===== config.mk =====
export PLATFORM = sky130hd
export DESIGN_NAME = ysyx_23060096_rf_wb_arbiter
export DESIGN_NICKNAME = d
export VERILOG_FILES = /design/src/rtl/ysyx_23060096_rf_wb_arbiter.sv
export SDC_FILE = /design/constraint.sdc
export NUM_CORES = 1
export LEC_CHECK = 0
export ABC_AREA = 1
export CAP_MARGIN = 20
export CELL_PAD_IN_SITES_DETAIL_PLACEMENT = 0
export CELL_PAD_IN_SITES_GLOBAL_PLACEMENT = 1
export CORE_MARGIN = 2
export CORE_UTILIZATION = 30
export DETAILED_ROUTE_END_ITERATION = 10
export GPL_ROUTABILITY_DRIVEN = 0
export GPL_TIMING_DRIVEN = 0
export PLACE_DENSITY = 0.82
export SLEW_MARGIN = 15
export SYNTH_ARGS = -nofsm -noshare
export SYNTH_HDL_FRONTEND = slang
export SYNTH_SLANG_ARGS = --single-unit
export TNS_END_PERCENT = 20

===== constraint.sdc =====
create_clock -name clk -period 1.8 [get_ports clk]
set_input_delay 0.36 -clock clk [delete_from_list [all_inputs] [get_ports clk]]
set_output_delay 0.36 -clock clk [all_outputs]
set_load 0.01 [all_outputs]

===== src/rtl/ysyx_23060096_rf_wb_arbiter.sv =====
// ysyx_23060096_rf_wb_arbiter
// Shares the register-file write port between NREQ writeback requesters and
// keeps a per-register busy scoreboard for RAW hazard detection by issue logic.
// Build option: define YSYX_23060096_RF_WB_RR_EN for round-robin arbitration;
// otherwise fixed priority with index 0 highest and no rotating pointer.
module ysyx_23060096_rf_wb_arbiter #(
  parameter int NREQ       = 3,
  parameter int ADDR_WIDTH = 5,
  parameter int DATA_WIDTH = 32
) (
  input  logic                       clk,
  input  logic                       rstn,
  input  logic [NREQ-1:0]            req_valid,
  input  logic [NREQ*ADDR_WIDTH-1:0] req_addr,
  input  logic [NREQ*DATA_WIDTH-1:0] req_data,
  output logic [NREQ-1:0]            req_ready,
  input  logic                       wb_stall,
  output logic                       w_en,
  output logic [ADDR_WIDTH-1:0]      waddr,
  output logic [DATA_WIDTH-1:0]      wdata,
  input  logic                       iss_valid,
  input  logic [ADDR_WIDTH-1:0]      iss_rd,
  input  logic [ADDR_WIDTH-1:0]      ra,
  input  logic [ADDR_WIDTH-1:0]      rb,
  output logic                       busy_a,
  output logic                       busy_b
);

  localparam int NREG = 1 << ADDR_WIDTH;

  logic                  arb_en;
  logic [NREQ-1:0]       grant;
  logic                  any_grant;
  logic [ADDR_WIDTH-1:0] g_addr;
  logic [DATA_WIDTH-1:0] g_data;

  logic                  w_en_q, w_en_d;
  logic [ADDR_WIDTH-1:0] waddr_q, waddr_d;
  logic [DATA_WIDTH-1:0] wdata_q, wdata_d;
  logic [NREG-1:0]       busy_q, busy_d;

  // Grants are suppressed while in reset and while the writeback path is frozen.
  assign arb_en = rstn & ~wb_stall;

`ifdef YSYX_23060096_RF_WB_RR_EN
  localparam int PW = $clog2(NREQ);

  logic [PW-1:0] ptr_q, ptr_d;
  int            best_dist;
  int            win;
  int            dist;

  // Rotating priority: the valid requester at the smallest wrapped distance from ptr wins.
  always_comb begin
    grant     = '0;
    ptr_d     = ptr_q;
    best_dist = NREQ;
    win       = 0;
    dist      = 0;
    for (int i = 0; i < NREQ; i++) begin
      dist = i - int'(ptr_q);
      if (dist < 0) dist = dist + NREQ;
      if (req_valid[i] && (dist < best_dist)) begin
        best_dist = dist;
        win       = i;
      end
    end
    if (arb_en && (best_dist < NREQ)) begin
      for (int i = 0; i < NREQ; i++) grant[i] = (i == win);
      ptr_d = (win == NREQ - 1) ? '0 : PW'(win + 1);
    end
  end

  // Pointer moves just past the winner; it holds when nothing is granted.
  always_ff @(posedge clk or negedge rstn) begin
    if (!rstn) ptr_q <= '0;
    else       ptr_q <= ptr_d;
  end
`else
  logic found;

  // Fixed priority: lowest valid index wins.
  always_comb begin
    grant = '0;
    found = 1'b0;
    for (int i = 0; i < NREQ; i++) begin
      if (arb_en && req_valid[i] && !found) begin
        grant[i] = 1'b1;
        found    = 1'b1;
      end
    end
  end
`endif

  assign req_ready = grant;
  assign any_grant = |grant;

  // Route the winning requester's address and data to the write stage.
  always_comb begin
    g_addr = '0;
    g_data = '0;
    for (int i = 0; i < NREQ; i++) begin
      if (grant[i]) begin
        g_addr = req_addr[i*ADDR_WIDTH +: ADDR_WIDTH];
        g_data = req_data[i*DATA_WIDTH +: DATA_WIDTH];
      end
    end
  end

  // Next write-port contents: x0 transfers are consumed but never enable a write.
  always_comb begin
    w_en_d  = any_grant && (g_addr != '0);
    waddr_d = waddr_q;
    wdata_d = wdata_q;
    if (any_grant) begin
      waddr_d = g_addr;
      wdata_d = g_data;
    end
  end

  // Write port register: one cycle after the grant edge.
  always_ff @(posedge clk or negedge rstn) begin
    if (!rstn) begin
      w_en_q  <= 1'b0;
      waddr_q <= '0;
      wdata_q <= '0;
    end else begin
      w_en_q  <= w_en_d;
      waddr_q <= waddr_d;
      wdata_q <= wdata_d;
    end
  end

  // Scoreboard next state: clear at grant, then set from issue so a same-edge set wins.
  always_comb begin
    busy_d = busy_q;
    if (any_grant) busy_d[g_addr] = 1'b0;
    if (iss_valid && (iss_rd != '0)) busy_d[iss_rd] = 1'b1;
    busy_d[0] = 1'b0;
  end

  // Scoreboard register.
  always_ff @(posedge clk or negedge rstn) begin
    if (!rstn) busy_q <= '0;
    else       busy_q <= busy_d;
  end

  assign w_en   = w_en_q;
  assign waddr  = waddr_q;
  assign wdata  = wdata_q;
  assign busy_a = busy_q[ra];
  assign busy_b = busy_q[rb];

endmodule


==> reports/qor.yml <==
synthMuxAreaShare: 0
synth_compound_area_frac: 0.101
syn_area_um2: 4280
cp_max_fo: 10
fin_skew_ps: 0
layout.nets: 931
slew_violations: 0
power_frac_seq: 0.376
firstDrtPassIters: 4
die_w_um: 123
vdd_drop_max_uv: 492
coreArea_um2: 13900
path_class: "in2out"
cts-root-buf: "clkbuf_16"
synthXorXnorAreaFrac: 0
initial_utilization: 0.308
fmax_ghz: 0.554
seqCellArea_um2: 1730
vias: 4850
async_flop_share: 1.00
setup_violations: 1
worstMarginPinSlew_ps: 995
powerDensity_nw_per_um2: 835
netSwitchingFraction: 0.296
startpoint: "rb[0]"
period_share: 1.00
cts_tree: "done"
yosysWarnings: 0
r2r-start: "busy_q[31]"
yosys.area.top_type: "dfrtp_1"
via_per_inst: 4.93
synth_edf_count: 0
finalHoldViolations: 0
diodes: 0
r2r.worst_path.cells: 3
crit_required_ps: 1440
cts_max_path_buffers: 2
synth_top_area_share: 0.404
endpoint: "busy_b"
cp.arrival_ps: 1450
cts_buffers: 9
clk_pin_slew_ps: 60
comb_power_share: 0.279
syn-mean-instance-area_um2: 7.07
rrSetupSlack_ps: 970
syn_inst: 605
avgRoutedWirePerCell_um: 15.9
ctsHtreeMaxLevel: 3
synth_area_leaders: "dfrtp_1 (40%), nand2_1 (23%), nand3_1 (8.4%)"
cts_sinks: 69
cp-start-kind: "input port"
rows: 43
grt.overflow.total: 0
drive_gt1_frac: 0.126
grt_first_pass_wirelength_um: 24800
grt_max_degree: 55
first_iter_violations: 349
die_area_um2: 15200
ant_nets: 0
worst_slack_ps: -5.24
endpoint_kind: "output pin"
maxCapViolCount: 0
yosysUniqueCellTypes: 27
io_buffers: 172
grt_pass1_vias: 4990
p_sw_w: 0.00167
min_path_type: "in2async"
syn_nets: 738
fill_cells: 1383
synth-simple-area-share: 0.409
slew_headroom: 0.331
synth_ff_type: "dfrtp_1"
io_pins: 176
drc: 0
grt_util_all_layers: 0.212
multi_input_area_um2: 2250
dp_worst_setup_slack_ps: -1170
yosys-top-cells-count: "nand2_1 (265), nand3_1 (72), dfrtp_1 (69)"
ys_seq_elements: 69
yosysMostFrequentCell: "nand2_1"
synth_top_family_by_area: "simple AND/OR/NAND/NOR gates"
r2r-end: "busy_q[31]"
p_total_w: 0.00563
grt_antenna_before_repair: 0
leakagePower_nw: 3.03
ys_seq_area_frac: 0.404
wirelength_um: 15600
clock_latency_ps: 340
violations: "setup timing"
clkPwrFrac: 0.344
rsz0062_at_grt: "true"
syn_to_final_growth_pct: 57.7
synth_fa_ha_area_frac: 0
status: "finished, violations left"
internal_power_w: 0.00397
hpwl_um: 12200
fin_crit_ps: 1810
die_y_um: 123
## repair_timing
item	in CTS	in global routing
endpoints found under the setup margin	32	11
gates resized for setup	62	17
cloned	0	0
hold buffers	1	0
buffers inserted	8	1
hold endpoints to repair	15	0
pin swaps	3	6
## through the flow
stage	util	std cells	hold slack, ps	TNS, ps	cell area (um2)
floorplan	-	605	64.4	0	4280
global placement	0.449	957	457	-370510	6230
detailed placement	0.450	958	264	-27310	6250
CTS	0.482	982	34.7	-73.0	6690
global route	0.486	983	49.4	-131	6750
finish	0.486	983	24.6	-5.24	6750
## how the worst min path moves through the flow
stage                 end  startpoint  depth (start not counted)  slack, ps
2_1_floorplan  busy_q[10]        rstn                          0         60
3_3_place_gp    busy_q[4]   busy_q[4]                          2        460
3_5_place_dp   busy_q[27]        rstn                          1        260
4_1_cts        busy_q[24]        rstn                          2         30
5_1_grt        busy_q[24]        rstn                          2         50
6_report       busy_q[15]        rstn                          2         20
## area by class of cell
type / count / share of cell area
plain buffers: 21 / 0.0232
multi-input cells: 447 / 0.333
clock inverters: 4 / 0.0104
well taps: 180 / 0.0334
repair buffers: 183 / 0.267
inverters: 67 / 0.0399
flip-flops and latches: 69 / 0.256
clock buffers: 12 / 0.0380
## routing by layer
layer,global-route usage,up-vias,part of all wire
li1,-,2367,-
met1,0.239,2275,0.38
met2,0.377,183,0.50
met3,0.0590,25,0.090
met4,0.0824,0,0.024
met5,0,-,0
## registers in the layout, indices dropped and copies added (netlist names)
register,count
w_en,1
busy_q,31
wdata,32
waddr,5
## cell families after synthesis
family	count (synthesis)
compound gates	59
buf+inv	89
flops	69
simple gates	388
## power by group through the flow
stage / Sequential [W] / Clock, W / Combinational (W)
after floorplan: 0.00212 / 0 / 0.000621
after global placement: 0.00212 / 0 / 0.00148
after detailed placement: 0.00214 / 0 / 0.00151
after CTS: 0.00211 / 0.00198 / 0.00155
after global routing: 0.00216 / 0.00204 / 0.00173
final: 0.00212 / 0.00194 / 0.00157
## critical path: stages
cell      delay, ps
clkbuf_4        150
clkinv_2        100
buf_6           150
a21oi_1         130
o21ai_0          90
nand3_1          80
nand3_1         110
a21oi_2         140
buf_2           140
## placed cells by master (no fill, tap or decap), types with 6 or more instances in the layout
cell,count
nor2_1,8
nor3_1,9
nand3_1,69
o21ai_0,8
buf_6,7
clkbuf_16,9
o21ai_1,6
nor2_4,10
inv_2,6
nand2_1,263
buf_4,10
dfrtp_1,69
o2111ai_1,32
nand3_2,6
buf_2,12
nand4_1,8
inv_1,54
clkdlybuf4s50_1,159
Note: power is estimated with default switching activity, not from simulation.
